### src/rtl/wait_sequencer.sv
// Multi-step delay sequencer: plays a table of count values into a one-shot waiter
// through its start/busy handshake, with optional looping and a busy-rise timeout.
module wait_sequencer #(
  parameter int COUNTER_SIZE = 8,
  parameter int DEPTH        = 8,
  parameter int ADDR_W       = 3,
  parameter int ACK_TIMEOUT  = 16
) (
  input  logic                    clock_i,
  input  logic                    reset_i,
  input  logic                    wr_en_i,
  input  logic [ADDR_W-1:0]       wr_addr_i,
  input  logic [COUNTER_SIZE-1:0] wr_data_i,
  input  logic [ADDR_W:0]         length_i,
  input  logic                    loop_i,
  input  logic                    go_i,
  input  logic                    abort_i,
  output logic                    wait_start_o,
  output logic [COUNTER_SIZE-1:0] wait_count_to_o,
  input  logic                    wait_busy_i,
  output logic                    active_o,
  output logic [ADDR_W-1:0]       step_idx_o,
  output logic                    step_done_o,
  output logic                    seq_done_o,
  output logic                    error_o
);

  localparam int TW = $clog2(ACK_TIMEOUT) + 1;
  localparam logic [TW-1:0]     TIMER_LAST = TW'(ACK_TIMEOUT - 1);
  localparam logic [ADDR_W:0]   DEPTH_L    = (ADDR_W + 1)'(DEPTH);

  typedef enum logic [2:0] {
    S_IDLE,
    S_ISSUE,
    S_ACK,
    S_WAIT,
    S_ERR
  } state_e;

  state_e                  state_q, state_d;
  logic [ADDR_W-1:0]       step_q, step_d;
  logic [ADDR_W:0]         len_q, len_d;
  logic                    loop_q, loop_d;
  logic [TW-1:0]           timer_q, timer_d;
  logic [COUNTER_SIZE-1:0] count_q, count_d;
  logic                    error_q, error_d;
  logic [COUNTER_SIZE-1:0] tbl_q [DEPTH];
  logic                    load;
  logic                    last_step;
  logic                    len_ok;

  assign last_step = ({1'b0, step_q} == (len_q - 1'b1));
  assign len_ok    = (length_i != '0) && (length_i <= DEPTH_L);

  // Delay table: writable at any time, reads are picked up only when a step issues.
  always_ff @(posedge clock_i or posedge reset_i) begin
    if (reset_i) begin
      for (int i = 0; i < DEPTH; i++) tbl_q[i] <= '0;
    end else if (wr_en_i) begin
      tbl_q[wr_addr_i] <= wr_data_i;
    end
  end

  always_ff @(posedge clock_i or posedge reset_i) begin
    if (reset_i) begin
      state_q <= S_IDLE;
      step_q  <= '0;
      len_q   <= '0;
      loop_q  <= 1'b0;
      timer_q <= '0;
      count_q <= '0;
      error_q <= 1'b0;
    end else begin
      state_q <= state_d;
      step_q  <= step_d;
      len_q   <= len_d;
      loop_q  <= loop_d;
      timer_q <= timer_d;
      count_q <= count_d;
      error_q <= error_d;
    end
  end

  always_comb begin
    state_d = state_q;
    step_d  = step_q;
    len_d   = len_q;
    loop_d  = loop_q;
    timer_d = timer_q;
    count_d = count_q;
    error_d = error_q;
    load    = 1'b0;
    if (abort_i && (state_q != S_IDLE)) begin
      state_d = S_IDLE;
    end else begin
      case (state_q)
        S_IDLE: begin
          if (go_i && !abort_i) begin
            if (len_ok) begin
              len_d   = length_i;
              loop_d  = loop_i;
              error_d = 1'b0;
              step_d  = '0;
              state_d = S_ISSUE;
              load    = 1'b1;
            end else begin
              error_d = 1'b1;
            end
          end
        end
        S_ISSUE: begin
          timer_d = '0;
          state_d = S_ACK;
        end
        S_ACK: begin
          if (wait_busy_i) begin
            state_d = S_WAIT;
          end else begin
            timer_d = timer_q + 1'b1;
            if ((timer_q + 1'b1) == TIMER_LAST) begin
              state_d = S_ERR;
              error_d = 1'b1;
            end
          end
        end
        S_WAIT: begin
          if (!wait_busy_i) begin
            if (!last_step) begin
              step_d  = step_q + 1'b1;
              state_d = S_ISSUE;
              load    = 1'b1;
            end else if (loop_q) begin
              step_d  = '0;
              state_d = S_ISSUE;
              load    = 1'b1;
            end else begin
              state_d = S_IDLE;
            end
          end
        end
        S_ERR: begin
          state_d = S_IDLE;
        end
        default: begin
          state_d = S_IDLE;
        end
      endcase
    end
    // count_to is captured as the step issues so it stays stable for the whole step
    if (load) count_d = tbl_q[step_d];
  end

  always_comb begin
    wait_start_o    = (state_q == S_ISSUE);
    active_o        = (state_q == S_ISSUE) || (state_q == S_ACK) || (state_q == S_WAIT);
    step_done_o     = (state_q == S_WAIT) && !wait_busy_i && !abort_i;
    seq_done_o      = step_done_o && last_step && !loop_q;
    wait_count_to_o = count_q;
    step_idx_o      = step_q;
    error_o         = error_q;
  end

endmodule

### config.mk
export PLATFORM = sky130hd
export DESIGN_NAME = wait_sequencer
export DESIGN_NICKNAME = d
export VERILOG_FILES = /design/src/rtl/wait_sequencer.sv
export SDC_FILE = /design/constraint.sdc
export NUM_CORES = 1
export LEC_CHECK = 0
export CORE_MARGIN = 2
export CORE_UTILIZATION = 60
export CTS_BUF_LIST = sky130_fd_sc_hd__clkbuf_4 sky130_fd_sc_hd__clkbuf_8
export CTS_CLUSTER_DIAMETER = 150
export DETAILED_ROUTE_END_ITERATION = 16
export PLACE_DENSITY = 0.87
export SLEW_MARGIN = 10
export SYNTH_ARGS = -nofsm -noshare
export SYNTH_HDL_FRONTEND = slang
export SYNTH_SLANG_ARGS = --single-unit
### constraint.sdc
create_clock -name clock_i -period 3.5 [get_ports clock_i]
set_clock_uncertainty 0.1 [all_clocks]
set_input_delay 0.525 -clock clock_i [delete_from_list [all_inputs] [get_ports clock_i]]
set_output_delay 0.525 -clock clock_i [all_outputs]
set_load 0.05 [all_outputs]
# --- After elaboration in Yosys (flattened, before gate mapping) ---
# Cells that the tools add are included.
totals:
  register_bits: 89
  input_bits: 22
  elab_cells: 95
op_classes:
  addsub: 3
  magnitude_cmp: 4
  eq_ne: 12
  muxes: 36
  bitwise_logic: 3
  reduce_logical: 22
op_table:
  columns: ["op", "count"]
  rows:
  - ["64-bit bitwise mux", 1]
  - ["3-bit 2-to-1 mux", 12]
  - ["8-bit binary-select mux with 3-bit select", 1]
  - ["8-bit demux with 3-bit select", 1]
  - ["8-bit 2-to-1 mux", 3]
  - ["1-bit 2-to-1 mux", 12]
  - ["3-bit one-hot mux with 4 select lines", 1]
  - ["5-bit one-hot mux with 2 select lines", 1]
  - ["3-bit inequality test, second input constant", 3]
  - ["4-bit >= comparator, second input constant", 2]
  - ["1-bit logical AND", 8]
  - ["3-bit NOT with 4-bit output", 2]
  - ["4-bit AND reduction", 2]
  - ["3-bit by 2-bit equality test with 1-bit output, second input constant", 2]
  - ["2-bit inequality test, second input constant", 3]
  - ["3-bit one-hot mux with 2 select lines", 1]
  - ["5-bit by 1-bit adder with 5-bit output, second input constant", 1]
  - ["5-bit by 4-bit equality test with 1-bit output, second input constant", 1]
  - ["5-bit 2-to-1 mux", 1]
  - ["5-bit AND reduction", 1]
  - ["3-bit by 4-bit equality test with 1-bit output", 1]
  - ["4-bit <= comparator, second input constant", 1]
  - ["4-bit by 1-bit < comparator with 1-bit output, second input constant", 1]
  - ["4-bit inequality test, second input constant", 1]
  - ["other kinds (12)", 17]

# --- Logic depth before layout (Yosys ltp) ---
depth:
  ltp_word: 10
  mapped_depth: 12
  depth_no_buf: 11

# --- Worst setup path after synthesis ---
# OpenSTA, ideal clock, no wires.
synth_timing:
  kind: "register to register"
  start: "register state_q[1]"
  end: "register count_q[7], in the netlist wait_count_to_o[7]"
  setup_time_ns: 0.139
  arrival_ns: 3.311
  required_ns: 3.261
  path_slack_ns: -0.049
  stages_incl_launch_ff: 9
  n_path_buf: 1
  period_less_slack_ns: 3.549
  cell_sequence: "dfrtp_1 clkbuf_1 nand2b_1 nor3_1 nand3_1 nand2_1 nor2_4 a22oi_1 o211ai_2"
synth_via:
  elab_chain_len: 7
  word_cells_on_any_way: 12
  cone_classes: "eq/ne (1); mux (7); bitwise (1); reduce/logical (3)"
synth_lines:
  columns: ["element", "line", "rtl"]
  rows:
  - ["start: declaration", "40", "state_e state_q, state_d;"]
  - ["start signal: assignment", "74", "state_q <= state_d;"]
  - ["3-bit by 2-bit equality test with 1-bit output (tied with other cells)", "96", "case (state_q)"]
  - ["3-bit one-hot mux with 2 select lines / 1-bit logical AND (equally long branches)", "96, 93", null]
  - ["3-bit 2-to-1 mux", "93", "if (abort_i && (state_q != S_IDLE)) begin"]
  - ["3-bit NOT with 4-bit output (implied by the code)", "150", "if (load) count_d = tbl_q[step_d];"]
  - ["8-bit binary-select mux with 3-bit select", "150", null]
  - ["8-bit 2-to-1 mux (implied by the code) (2 in series)", "150", null]
  - ["end signal: assignment", "79", "count_q <= count_d;"]
  - ["end: declaration", "45", "logic [COUNTER_SIZE-1:0] count_q, count_d;"]
# Several ways; a longest one is shown, not always the timed one. The select of a mux whose other input is x is not followed.
# A chain may end at the register's enable or synchronous reset.

# --- Worst setup path after layout ---
layout_timing:
  start: "register len_q[0]"
  end: "register count_q[5], in the netlist wait_count_to_o[5]"
layout_via:
  elab_chain_len: 10
  word_cells_on_any_way: 14
  cone_classes: "add/sub (1); eq/ne (1); mux (11); bitwise (1)"
layout_lines:
  columns: ["element", "line", "rtl"]
  rows:
  - ["start: declaration", "42", "logic [ADDR_W:0] len_q, len_d;"]
  - ["start signal: assignment", "76", "len_q <= len_d;"]
  - ["4-bit by 1-bit subtractor with 4-bit output (*)", "52", "assign last_step = ({1'b0, step_q} == (len_q - 1'b1));"]
  - ["3-bit by 4-bit equality test with 1-bit output (*)", "52", null]
  - ["3-bit 2-to-1 mux", "128", "if (!last_step) begin"]
  - ["3-bit 2-to-1 mux", "127", "if (!wait_busy_i) begin"]
  - ["3-bit one-hot mux with 2 select lines", "96", null]
  - ["3-bit 2-to-1 mux", "93", null]
  - ["3-bit NOT with 4-bit output (implied by the code)", "150", null]
  - ["8-bit binary-select mux with 3-bit select", "150", null]
  - ["8-bit 2-to-1 mux (implied by the code) (2 in series)", "150", null]
# Every way passes the cells marked *; elsewhere a longest branch is shown, timed or not. The select of a mux whose other input is x is not followed.

==> results by group <==
Drt
  • Vias/cell: 5.99
  • DR pass1 iterations: 4
  • Drt drc: 0
  • Drt initial violations: 147
  • Wirelength per Cell: 18.9 um
  • Total Wirelength: 9.43 mm
  • Post-route ant nets: 0
  • Via count: 2990

Placement
  • RePlAce Congestion: 0.814
  • Area after DPL: 4980 sq um
  • DP HPWL: 6.31 mm
  • Port bufs: 37

Clock tree
  • Clk_lat worst skew: 0.35 ns
  • CTS Sinks: 89
  • Worst-path clk slew: 0.10 ns
  • Hold-fix buffers, CTS: 0
  • Inserted Clock Buffers: 9
  • Setup Buffers After CTS: 0
  • H-tree levels: 3
  • Gates resized, CTS repair: 0
  • Clock root buffer master: clkbuf_8
  • Clock tree buffer depth: 2
  • CTS tree: done

Critical path
  • CP arrival: 3.39 ns
  • Max stage delay on crit path: 0.55 ns
  • Critical path class: register to register
  • Top delay family on crit path: simple AND/OR/NAND/NOR gates
  • Bufs and invs on worst path: 2
  • Worst setup EP type: register
  • Max FO, Critical Path: 7
  • CP cell instances: inv_1 -> ha_1 -> xor2_1 -> and3b_2 -> o311a_1 -> or4b_4 -> nand2_4 -> buf_4 -> mux2_2 -> a22oi_1 -> o211ai_2
  • Type of origin of the critical path: register
  • WP data required: 3.65 ns
  • Slowest CP cell: or4b_4
  • Reg2Reg Setup Slack: 0.25 ns

Finish
  • Post-layout nets: 421
  • Filler cells: 505
  • Final Util: 72.4%
  • ANT cells: 0
  • Share of cells above drive strength 1: 34.8%
  • Finished Cell Area: 5230 sq um
  • Area Growth Syn to Fin: 17.2%

Status
  • Status: finished, final reports clean

Timing
  • Worst-Margin Slew: 0.777 ns
  • Tmin final: 3.25 ns
  • Slew Limit Fails: 0
  • Final setup TNS: 0 ns
  • Fmax: 0.308 GHz
  • Final period util: 92.8%
  • Final setup viols: 0
  • Max-slew headroom: 48.1%
  • Final Hold Fails: 0
  • RSZ-0062 raised after global routing: no

Floorplanning
  • # rows: 31
  • Die Footprint: 8140 sq um
  • Die height: 90.2 um
  • Die X: 90.2 um
  • Floorplan core area: 7210 sq um
  • I/O pin count: 38
  • Initial core utilization: 61.8%

Synth
  • Synth area leaders: dfrtp_1 50%, mux2_2 23%, mux2i_1 4.3%, o211ai_2 2.2%, a22oi_1 1.5%
  • Post-synthesis sequential area ratio: 49.9%
  • Top FF cell, synth: dfrtp_1
  • Area leader, netlist: dfrtp_1
  • Syn Inst Count: 348
  • Synth async-reset ratio: 100%
  • Number of synthesized register bits: 89
  • Number of synthesized flops with an enable pin: 0
  • Most numerous cell in the Yosys netlist: mux2_2
  • Syn_area_per_cell: 12.8 sq um
  • Synth Net Count: 374
  • Distinct cells, synth: 49
  • YS warnings: 0
  • Post-synth top cells: 92 x mux2_2, 89 x dfrtp_1, 19 x mux2i_1
  • Synth top area share: 49.9%
  • Post-Syn Area: 4460 sq um

Pwr
  • NetSw: 1.35 mW
  • Clk pwr share: 22.5%
  • Pint: 2.47 mW
  • Flop pwr share: 38.8%
  • PwrDens: 730 nW/um^2
  • Max IR drop VDD: 0.424 mV
  • Gate power share: 38.7%
  • Switching part of the total: 35.4%
  • Static Leakage: 2.25 nW

Global route
  • First-pass GRT wire length: 15.6 mm
  • Vias in the first global route: 3123
  • Global route overflow: 0
  • All-Layer GR Usage: 24.7%
  • Initial antenna violation count: 0
  • Largest net degree at the start of global routing: 48

Run
  • Number of max-cap violations: 0

Min path
  • Worst min path class: register to register
## cells by family (layout without fill, tap and decap cells)
group	after synthesis	count (layout)	share of synthesized area [%]
xor+xnor	3	3	0.589
flops	89	89	49.9
compound gates	45	45	8.36
fa+ha+maj	4	4	1.12
simple gates	74	74	9.68
mux	111	111	27.5
buf+inv	22	74	2.81
## layout by cell type, fill, tap and decap left out, types with 2 or more instances in the layout
master            n
nand3b_1          2
and2_1            4
nor4b_1           3
clkbuf_8          9
nor3_1            5
nand4b_1          4
inv_1             8
nand3_1           2
xnor2_1           2
or3_1             2
a31oi_1           2
nand2b_1          8
dfrtp_1          89
o31ai_1           3
mux2i_1          19
ha_1              4
a22oi_1           9
buf_4            10
a21oi_1           4
bufinv_16         3
o211ai_2          8
nor2_4            2
nand2_1          15
clkinvlp_4        2
nor2_1           14
buf_12            2
o21ai_0           9
clkdlybuf4s50_1  36
nor3b_1           3
mux2_2           92
## state kept, by name, indices dropped and copies added (netlist names)
register         cells
error_o              1
len_q                4
loop_q               1
state_q              3
step_idx_o           3
tbl_q               64
timer_q              5
wait_count_to_o      8
## area by class of cell
type | instances | area [sq um] | area share (%)
Clock buffer | 10 | 131 | 2.51
Clock inverter | 6 | 114 | 2.18
Inverter | 10 | 41.3 | 0.790
Multi-Input combinational cell | 237 | 2110 | 40.4
Sequential cell | 89 | 2230 | 42.6
Tap cell | 99 | 124 | 2.37
Timing Repair Buffer | 48 | 475 | 9.10
## metrics by stage
stage	setup slack [ns]	total power, mW	std cells	hold WS [ns]
finish	0.253	3.82	499	0.381
global route	0.115	4.01	499	0.428
CTS	0.257	3.83	499	0.387
detailed placement	0.208	2.97	483	0.370
global placement	0.260	2.90	483	0.370
floorplan	0.318	2.59	348	0.346
## metal layers
layer	part of all wire, %	GRT usage, %
met5	0	0
met4	2.2	10.1
met3	5.3	4.61
met2	50	41.4
met1	43	31.8
## worst reg2reg max path: stages (launching register included)
cell and delay (ns):
dfrtp_1 0.43, inv_1 0.08, ha_1 0.20, xor2_1 0.16, and3b_2 0.25, o311a_1 0.37
or4b_4 0.55, nand2_4 0.12, buf_4 0.18, mux2_2 0.35, a22oi_1 0.22, o211ai_2 0.12
## power by group through the flow
stage                     logic [mW]  clock network [mW]  registers, mW
after global routing            1.59               0.909           1.51
after CTS                       1.48               0.862           1.48
after floorplan                0.971                   0           1.62
after detailed placement        1.47                   0           1.50
after global placement          1.42                   0           1.48
final                           1.48               0.858           1.48
## worst paths after layout
path | startpoint | endpoint | cells after the start
min in group asynchronous | reset_i | timer_q[2] | 2
max in group asynchronous | reset_i | tbl_q[44] | 3
min | timer_q[4] | timer_q[4] | 1
max reg2reg | len_q[0] | wait_count_to_o[5] | 11
min reg2reg | timer_q[4] | timer_q[4] | 1
max | len_q[0] | wait_count_to_o[5] | 11
Note: power is estimated with default switching activity, not from simulation.
